$ cat config.mk
export PLATFORM = sky130hd
export DESIGN_NAME = snake_head_ctrl
export DESIGN_NICKNAME = d
export VERILOG_FILES = /design/src/rtl/snake_head_ctrl.sv
export SDC_FILE = /design/constraint.sdc
export NUM_CORES = 1
export LEC_CHECK = 0
export CAP_MARGIN = 20
export CORE_UTILIZATION = 30
export CTS_CLUSTER_DIAMETER = 80
export DETAILED_ROUTE_END_ITERATION = 16
export PLACE_DENSITY_LB_ADDON = 0.25
export SLEW_MARGIN = 20
export SYNTH_ARGS = -nofsm -noshare
export SYNTH_HDL_FRONTEND = slang
export SYNTH_SLANG_ARGS = --single-unit
$ cat constraint.sdc
create_clock -name clk -period 6.1 [get_ports clk]
set_input_delay 1.22 -clock clk [delete_from_list [all_inputs] [get_ports clk]]
set_output_delay 1.22 -clock clk [all_outputs]
set_load 0.005 [all_outputs]
$ cat src/rtl/snake_head_ctrl.sv
// Snake head controller: steps the head across a fixed cell grid, detects apple eats,
// tracks snake length and ends the game when the head would leave the field.
module snake_head_ctrl #(
    parameter int unsigned CELL      = 10,
    parameter int unsigned H_RES     = 640,
    parameter int unsigned V_RES     = 480,
    parameter int unsigned TICK_DIV  = 5000000,
    parameter int unsigned START_X   = 320,
    parameter int unsigned START_Y   = 240,
    parameter int unsigned START_LEN = 3,
    parameter int unsigned MAX_LEN   = 63
) (
    input  logic       clk,
    input  logic       reset_n,
    input  logic       start_evt,
    input  logic [3:0] dir_btn,
    input  logic [9:0] apple_x,
    input  logic [8:0] apple_y,
    output logic [9:0] head_x,
    output logic [8:0] head_y,
    output logic       eat_evt,
    output logic [5:0] snake_len,
    output logic       running,
    output logic       game_over
);

    localparam int unsigned TickW = $clog2(TICK_DIV);

    localparam logic [TickW-1:0] TickLast = TickW'(TICK_DIV - 1);
    localparam logic [9:0]       CellX    = 10'(CELL);
    localparam logic [8:0]       CellY    = 9'(CELL);
    localparam logic [9:0]       MaxX     = 10'(H_RES - CELL);
    localparam logic [8:0]       MaxY     = 9'(V_RES - CELL);
    localparam logic [9:0]       StartX   = 10'(START_X);
    localparam logic [8:0]       StartY   = 9'(START_Y);
    localparam logic [5:0]       StartLen = 6'(START_LEN);
    localparam logic [5:0]       MaxLen   = 6'(MAX_LEN);

    // Direction is held one-hot in the same bit order as dir_btn: {up,down,left,right}.
    localparam logic [3:0] DirUp    = 4'b1000;
    localparam logic [3:0] DirDown  = 4'b0100;
    localparam logic [3:0] DirLeft  = 4'b0010;
    localparam logic [3:0] DirRight = 4'b0001;

    typedef enum logic [1:0] {
        StIdle,
        StRun,
        StDead
    } state_e;

    state_e           state_q, state_d;
    logic [9:0]       head_x_q, head_x_d;
    logic [8:0]       head_y_q, head_y_d;
    logic [5:0]       len_q, len_d;
    logic [3:0]       dir_q, dir_d;
    logic [TickW-1:0] tick_q, tick_d;
    logic             eat_q, eat_d;
    logic             check_q, check_d;

    logic [3:0] dir_rev;
    logic       wall;
    logic [9:0] step_x;
    logic [8:0] step_y;

    assign dir_rev = {dir_q[2], dir_q[3], dir_q[0], dir_q[1]};

    always_comb begin
        state_d  = state_q;
        head_x_d = head_x_q;
        head_y_d = head_y_q;
        len_d    = len_q;
        dir_d    = dir_q;
        tick_d   = tick_q;
        eat_d    = 1'b0;
        check_d  = 1'b0;
        wall     = 1'b0;
        step_x   = head_x_q;
        step_y   = head_y_q;

        case (state_q)
            StRun: begin
                // check_q marks the cycle right after a successful step.
                if (check_q && (head_x_q == apple_x) && (head_y_q == apple_y)) begin
                    eat_d = 1'b1;
                    if (len_q < MaxLen) begin
                        len_d = len_q + 6'd1;
                    end
                end

                if ($onehot(dir_btn) && (dir_btn != dir_rev)) begin
                    dir_d = dir_btn;
                end

                if (tick_q == TickLast) begin
                    tick_d = '0;
                    // Wall test is done on the current value so no wrap-around is relied on.
                    unique case (dir_d)
                        DirUp: begin
                            wall   = (head_y_q < CellY);
                            step_y = head_y_q - CellY;
                        end
                        DirDown: begin
                            wall   = (head_y_q >= MaxY);
                            step_y = head_y_q + CellY;
                        end
                        DirLeft: begin
                            wall   = (head_x_q < CellX);
                            step_x = head_x_q - CellX;
                        end
                        default: begin
                            wall   = (head_x_q >= MaxX);
                            step_x = head_x_q + CellX;
                        end
                    endcase

                    if (wall) begin
                        state_d = StDead;
                    end else begin
                        head_x_d = step_x;
                        head_y_d = step_y;
                        check_d  = 1'b1;
                    end
                end else begin
                    tick_d = tick_q + TickW'(1);
                end
            end

            StIdle, StDead: begin
                if (start_evt) begin
                    state_d  = StRun;
                    head_x_d = StartX;
                    head_y_d = StartY;
                    len_d    = StartLen;
                    dir_d    = DirRight;
                    tick_d   = '0;
                end
            end

            default: begin
                state_d = StIdle;
            end
        endcase
    end

    always_ff @(posedge clk) begin
        if (!reset_n) begin
            state_q  <= StIdle;
            head_x_q <= StartX;
            head_y_q <= StartY;
            len_q    <= StartLen;
            dir_q    <= DirRight;
            tick_q   <= '0;
            eat_q    <= 1'b0;
            check_q  <= 1'b0;
        end else begin
            state_q  <= state_d;
            head_x_q <= head_x_d;
            head_y_q <= head_y_d;
            len_q    <= len_d;
            dir_q    <= dir_d;
            tick_q   <= tick_d;
            eat_q    <= eat_d;
            check_q  <= check_d;
        end
    end

    assign head_x    = head_x_q;
    assign head_y    = head_y_q;
    assign eat_evt   = eat_q;
    assign snake_len = len_q;
    assign running   = (state_q == StRun);
    assign game_over = (state_q == StDead);

endmodule

==> results of run 1 <==
-- worst max-delay path: cells and delay by family --
kind                     cells  cell delay (ns)
AND/OR/NAND/NOR              5             1.63
adder cells (fa/ha/maj)      3             0.98
buffers and inverters        3             0.83
AO/OA/AOI/OAI                2             0.30
multiplexers                 1             0.29
-- final cells by class --
class	instances	area [um2]
fillers	1321	7980
multi-input cells	393	2520
flip-flops and latches	54	1080
repair buffers	55	541
well taps	172	215
clock buffers	5	125
inverters	18	67.6
clock inverters	3	45.0
-- Yosys cell counts (2+ instances only) --
library cell  number
o211ai_1           3
and3b_1            2
xnor2_1           16
a311oi_1           3
clkbuf_1          19
nor2_1            62
nand3b_1           2
buf_2              6
nor3b_1            2
nand2_1           36
or4_1              3
nand2b_1           5
and2_1             6
o32ai_1            2
a21oi_1           22
nor3_1            18
nor3b_2            2
nand4_1           11
mux2_2             3
xor2_1            20
or3_2              2
nand3_1           29
a211oi_1           2
a31oi_1            9
a41oi_1            2
mux2i_1            9
or3_1              3
clkbuf_8           5
dfxtp_1           54
nor4_2             2
a21o_1             3
a22o_1             2
o21ai_0           28
a221o_1            5
nor2b_1            7
nor4_1             9
buf_4              2
and3_1            11
ha_1               8
inv_1             18
o31ai_1            7
a22oi_1            5
o41ai_1            2
-- through the flow --
stage | instances | cell area [um2] | power [mW] | utilization (%) | hold WS [ns]
global route | 700 | 4590 | 0.864 | 36.5 | 0.503
floorplan | 498 | 3860 | 0.458 | - | 0.433
detailed placement | 692 | 4420 | 0.499 | 35.2 | 0.462
global placement | 692 | 4420 | 0.498 | 35.2 | 0.452
finish | 700 | 4590 | 0.824 | 36.5 | 0.475
CTS | 700 | 4590 | 0.835 | 36.5 | 0.476
-- state kept, by name, summed over array words and instances, names as in the netlist --
name,flops
eat_evt,1
state_q,2
dir_q,4
head_x,9
check_q,1
head_y,8
tick_q,23
snake_len,6
-- cell families (layout without fill, tap and decap cells) --
kind of cell | Yosys count | in the layout | synth area share [%]
buf+inv | 51 | 81 | 6.69
flops | 54 | 54 | 28.1
mux | 12 | 12 | 3.21
fa+ha+maj | 9 | 9 | 3.12
simple gates | 225 | 225 | 31.2
other cells | 1 | 2 | 0.0973
xor+xnor | 36 | 36 | 8.18
compound gates | 109 | 109 | 19.5
-- metal layers --
layer,up-vias,share of wire (%),track usage (%)
li1,1857,-,-
met1,1710,45,21.4
met2,100,49,28.9
met3,4,5.5,2.90
met4,0,0.52,4.33
met5,-,0,0
-- worst max path at each step --
stage          startpoint                     end  slack, ns  cells after the start
2_1_floorplan  dir_btn[0]  head_x[6]$_SDFFE_PN1P_       1.38                     15
3_3_place_gp   dir_btn[1]  head_x[6]$_SDFFE_PN1P_       0.77                     14
3_5_place_dp   dir_btn[1]  head_x[6]$_SDFFE_PN1P_       0.65                     14
4_1_cts        dir_btn[1]  head_x[6]$_SDFFE_PN1P_       0.97                     14
5_1_grt        dir_btn[1]  head_x[6]$_SDFFE_PN1P_       0.67                     13
6_report       dir_btn[1]  head_x[6]$_SDFFE_PN1P_       0.98                     14
-- report_power, final --
part	internal, mW	switching (mW)
logic	0.0538	0.0758
clock network	0.194	0.139
registers	0.355	0.00711
total	0.603	0.222
==> results.md, run 1 <==
* Min Tclk post-route at just over 5 ns
* Starting Density at 30.7%
* Chip Width at 115 um
* 1st-iter DRT viols at roughly 290
* Async S/R FF share, synth at 0%
* CTS Hold Bufs at 0
* Layout cells sized above 1 at roughly 6%
* Number of flops mapped to enable cells by yosys at 0
* Synth top area cells: dfxtp_1 28%, nor2_1 6.0%, xor2_1 4.5%, nand3_1 3.8%, o21ai_0 3.6%
* Maximum fanout along the worst path at 10
* Detailed Routing Iterations Pass 1 at 4
* Number of I/O port buffers at 51
* Top-level I/O count at between 50 and 60
* RR Endpoint: snake_len[5]$_SDFFE_PN0P_
* Post-Route WL at around 11 mm
* Final period utilization at ~84%
* HPWL Detailed at ~8 mm
* Clock sinks at 54
* Slew HR at between 30 and 40%
* Final-report hold violation count at 0
* Htree depth at 2
* Grt total ovfl at 0
* Hold Crit Endpoint: tick_q[19]$_SDFFE_PN0P_
* DP Worst Slack at approximately 0.65 ns
* Most common cell after layout, fill and taps aside: nor2_1
* Vias per cell at around 5.2
* Clk slew on worst S/H paths at 0.08 ns
* Area delta synth->final at 19.2%
* Worst slew pin tran at between 0.9 and 1 ns
* Synth area leader: dfxtp_1
* Die area at 13300 um2
* Cell breakdown of the critical path: clkdlybuf4s50_1 > inv_1 > fa_1 > inv_1 > ha_1 > ha_1 > or3b_1 > mux2_2 > o41a_1 > nand2_1 > or4_1 > and3b_2 > nor3_4 > a221oi_1
* Top_reg_cell synth: dfxtp_1
* Crit end category: flop
* Final layout net count at between 500 and 600
* CTS max path bufs at 2
* Largest net degree at the start of global routing at 24
* Routed Antenna Nets at 0
* Clk Latency, worst-skew pair at approximately 0.30 ns
* Clock buffer count from CTS at 5
* Worst VDD drop at between 0.0001 and 0.00015 V
* Mapped Area at 3850 um2
* CTS root buf: clkbuf_16
* Final-report setup violation count at 0
* Die height at roughly 120 um
* Setup repair bufs after CTS at 0
* HP Start: tick_q[19]$_SDFFE_PN0P_
* Post-Route Setup TNS at 0 ns
* Diodes inserted at 0
* Worst setup margin at around 0.98 ns
* Vias in the first global route at approximately 3.5k
* First-pass GRT wire length at 17.5 mm
* Hold path cells at 1
* Worst path slowest cell: clkdlybuf4s50_1
* Initial antenna violation count at 0
* # DRC at 0
* Total number of yosys warnings at 0
* Cell Pwr Density at around 180 nW/um2
* Fmax at slightly below 200 MHz
* Share of the synthesized area in the top cell type at roughly 28%
* DR vias at between 3k and 4k
* Gr usage total at approximately 17%
* Max Cap Violations at 0
* Rows at 41
* Seq/Total Area, Yosys at between 20% and 30%
* Max incr delay on CP at between 0.6 and 0.7 ns
* Post-CTS sizing at 0
* Yosys reg bits at 54
* Routability congestion estimate at 0.915
* Crit Path Category: in -> reg
* Worst min path class: reg -> reg
* Leakage at between 1.5 and 2 nW
* Crit path launch type: primary input
* Fin Clk Skew at about 0.0076 ns
* Worst EP required at around 6.3 ns
* DR WL/cell at ~15 um
* Cells after Synth at between 400 and 500
* TritonCTS clock tree: yes
* Final Max Slew Viols at 0
* Crit path DAT at ~5.3 ns
* Synth Area per Inst at 7.75 um2
* FF-to-FF path depth at 7
* Reg2Reg Setup Slack at 2.70 ns
* Yosys cell types at 73
* R2R Path Start: state_q[0]$_SDFFE_PN0P_
* RSZ-0062 raised after global routing: no
* Core footprint at approximately 13000 um2
* Most frequent cells in the layout: 62 x nor2_1, 54 x dfxtp_1, 51 x clkdlybuf4s50_1
* Outcome: finished clean
No activity file was read; power rests on OpenSTA's default activity.
==> inputs of run 2 (changes only) <==
==> constraint.sdc (replaced) <==
create_clock -name clk -period 5.05 [get_ports clk]
set_input_delay 1.01 -clock clk [delete_from_list [all_inputs] [get_ports clk]]
set_output_delay 1.01 -clock clk [all_outputs]
set_load 0.005 [all_outputs]
==> run 2 against run 1 <==
Effect of this change: via count grew 1.7%; sequential cell count is the same; cell area grew 0.65%; utilization grew 0.24 points; sequential power grew 21%; die area is the same; first-iteration DRC count shrank 16%; clock power grew 1%; power grew 14%; hold slack lost 0.0023 ns; combinational power grew 27%; register-to-register slack lost 0.68 ns; critical path type unchanged; highest routed layer unchanged.
==> results.md, run 2 (synthesized netlist as in run 1, its figures left out) <==
* Cell breakdown of the critical path: clkdlybuf4s50_1 > inv_1 > fa_1 > inv_1 > ha_1 > ha_1 > or3b_1 > mux2_2 > o41a_1 > nand2_1 > or4_1 > and3b_2 > nor3_4 > a221oi_1 (unchanged)
* TritonCTS clock tree: yes (unchanged)
* Setup repair bufs after CTS at 0 (unchanged)
* Crit end category: flop (unchanged)
* FF-to-FF path depth at 8 (was 7)
* Largest net degree at the start of global routing at 19 (was 24)
* HP Start: tick_q[19]$_SDFFE_PN0P_ (unchanged)
* Hold Slack at 0.473 ns (was 0.475 ns)
* Max Cap Violations at 0 (unchanged)
* Clock buffer count from CTS at 5 (unchanged)
* Final-report setup violation count at 0 (unchanged)
* Max incr delay on CP at 0.50 ns (was 0.64 ns)
* Maximum fanout along the worst path at 8 (was 10)
* Worst path buffer plus inverter count at 3 (unchanged)
* Final-report hold violation count at 0 (unchanged)
* Worst EP required at 5.19 ns (was 6.25 ns)
* Detailed Routing Iterations Pass 1 at 4 (unchanged)
* Kind of cell adding the most delay to the critical path: simple AND/OR/NAND/NOR gates (unchanged)
* DR WL/cell at 14.6 um (was 15.1 um)
* RR Endpoint: snake_len[5]$_SDFFE_PN0P_ (unchanged)
* Top-level I/O count at 54 (unchanged)
* Number of I/O port buffers at 51 (unchanged)
* CTS root buf: clkbuf_16 (unchanged)
* RSZ-0062 raised after global routing: no (unchanged)
* Htree depth at 2 (unchanged)
* Most flop-heavy register: tick_q (unchanged)
* Hold Crit Endpoint: tick_q[19]$_SDFFE_PN0P_ (unchanged)
* Routed Antenna Nets at 0 (unchanged)
* 1st-iter DRT viols at 245 (was 291)
* Rows at 41 (unchanged)
* Die area at 13300 um2 (unchanged)
* Finished Core Util at 36.8% (was 36.5%)
* Post-Route WL at 10.3 mm (was 10.6 mm)
* Min Tclk post-route at approximately 4.5 ns
* Grt total ovfl at 0 (unchanged)
* DR vias at 3734 (was 3671)
* CTS max path bufs at 2 (unchanged)
* Area delta synth->final at 20.0% (was 19.2%)
* Layout cells sized above 1 at 7.10% (was 5.87%)
* Clk slew on worst S/H paths at 0.07 ns (was 0.08 ns)
* Final cell count without fillers at 707 (was 700)
* Post-CTS sizing at 0 (unchanged)
* Outcome: finished clean (unchanged)
* R2R Path Start: state_q[0]$_SDFFE_PN0P_ (unchanged)
* DP Cell Count at 700 (was 692)
* Reg2Reg Setup Slack at 2.02 ns (was 2.70 ns)
* Worst path slowest cell: fa_1 (was clkdlybuf4s50_1)
* Final period utilization at about 90%
* First-pass GRT wire length at 17.4 mm (was 17.5 mm)
* Crit path DAT at 4.69 ns (was 5.27 ns)
* Most frequent cells in the layout: 62 x nor2_1, 54 x dfxtp_1, 51 x clkdlybuf4s50_1 (unchanged)
* Max reg flops at 23 (unchanged)
* HPWL Detailed at 7.90 mm (was 7.88 mm)
* Fin Clk Skew at 0.00920 ns (was 0.00760 ns)
* Die height at 115 um (unchanged)
* Cell Pwr Density at 203 nW/um2 (was 179 nW/um2)
* Chip Width at 115 um (unchanged)
* Diodes inserted at 0 (unchanged)
* Worst min path class: reg -> reg (unchanged)
* Crit path launch type: primary input (unchanged)
* Total Power at 0.939 mW (was 0.824 mW)
* Final Max Slew Viols at 0 (unchanged)
* CTS Hold Bufs at 0 (unchanged)
* Most common cell after layout, fill and taps aside: nor2_1 (unchanged)
* Leakage at 1.64 nW (was 1.61 nW)
* Vias in the first global route at 3547 (was 3500)
* WP depth at 14 (unchanged)
* Post-Route Setup TNS at 0 ns (unchanged)
* Routability congestion estimate at 0.865 (was 0.915)
* Clk Latency, worst-skew pair at 0.29 ns (was 0.30 ns)
* Hold path cells at 1 (unchanged)
* Final layout net count at 570 (was 562)
* Gr usage total at 16.2% (was 16.7%)
* Crit Path Category: in -> reg (unchanged)
* Fmax at 220 MHz
* Clock sinks at 54 (unchanged)
* Worst slew pin tran at 1.01 ns (was 0.982 ns)
* Initial antenna violation count at 0 (unchanged)
* # DRC at 0 (unchanged)
* Slew HR at 31.7% (was 33.6%)
* Worst VDD drop at 0.000119 V (was 0.000107 V)
* Starting Density at 30.7% (unchanged)
* Vias per cell at 5.28 (was 5.24)
* Core footprint at 12600 um2 (unchanged)
## run 2: cell count changes in the layout (fill, tap and decap cells not counted)
cell	delta
bufinv_16	-1
buf_4	+8
## run 2: through the flow
step / area (um2) / setup WS [ns]
floorplan: 3860 / 0.542
global placement: 4480 / 0.279
detailed placement: 4480 / 0.189
CTS: 4620 / 0.485
global route: 4620 / 0.250
finish: 4620 / 0.506
## run 2: cell type report
type	count	area [um2]
clock buffer	5	125
clock inverter	2	15.0
fill	1321	7950
inverter	18	67.6
multi-input combinational	393	2520
sequential	54	1080
tap	172	215
timing repair buffer	63	601
## run 2: how the worst max path moves through the flow
stage,from,end,slack [ns]
4_1_cts,dir_btn[1],head_x[6]$_SDFFE_PN1P_,0.48
3_5_place_dp,dir_btn[1],head_x[6]$_SDFFE_PN1P_,0.19
2_1_floorplan,dir_btn[0],head_x[6]$_SDFFE_PN1P_,0.54
6_report,dir_btn[1],head_x[6]$_SDFFE_PN1P_,0.51
3_3_place_gp,dir_btn[1],head_x[6]$_SDFFE_PN1P_,0.28
5_1_grt,dir_btn[0],head_y[1]$_SDFFE_PN0P_,0.25
## run 2: report_power, final
part	switching [mW]	leakage [nW]	internal (mW)
Sequential	0.00819	0.436	0.429
Combinational	0.0930	1.14	0.0717
Clock	0.156	0.0619	0.181
Total	0.257	1.64	0.682
## run 2: worst reg2reg max path, cell delays in order, from the launching register on
cell and delay, ns:
dfxtp_1 0.58, nand2b_1 0.09, buf_4 0.21, nor4b_1 0.85
nand4_1 0.32, a31oi_1 0.49, nand4_1 0.17, xor2_1 0.17
nor2_1 0.05
## run 2: routing by layer
metal | wire length [um] | track usage (%) | share of wire [%]
met1 | 4900 | 21.5 | 48
met2 | 4900 | 27.8 | 47
met3 | 444 | 2.64 | 4.3
met4 | 74 | 2.77 | 0.72
met5 | 0 | 0 | 0
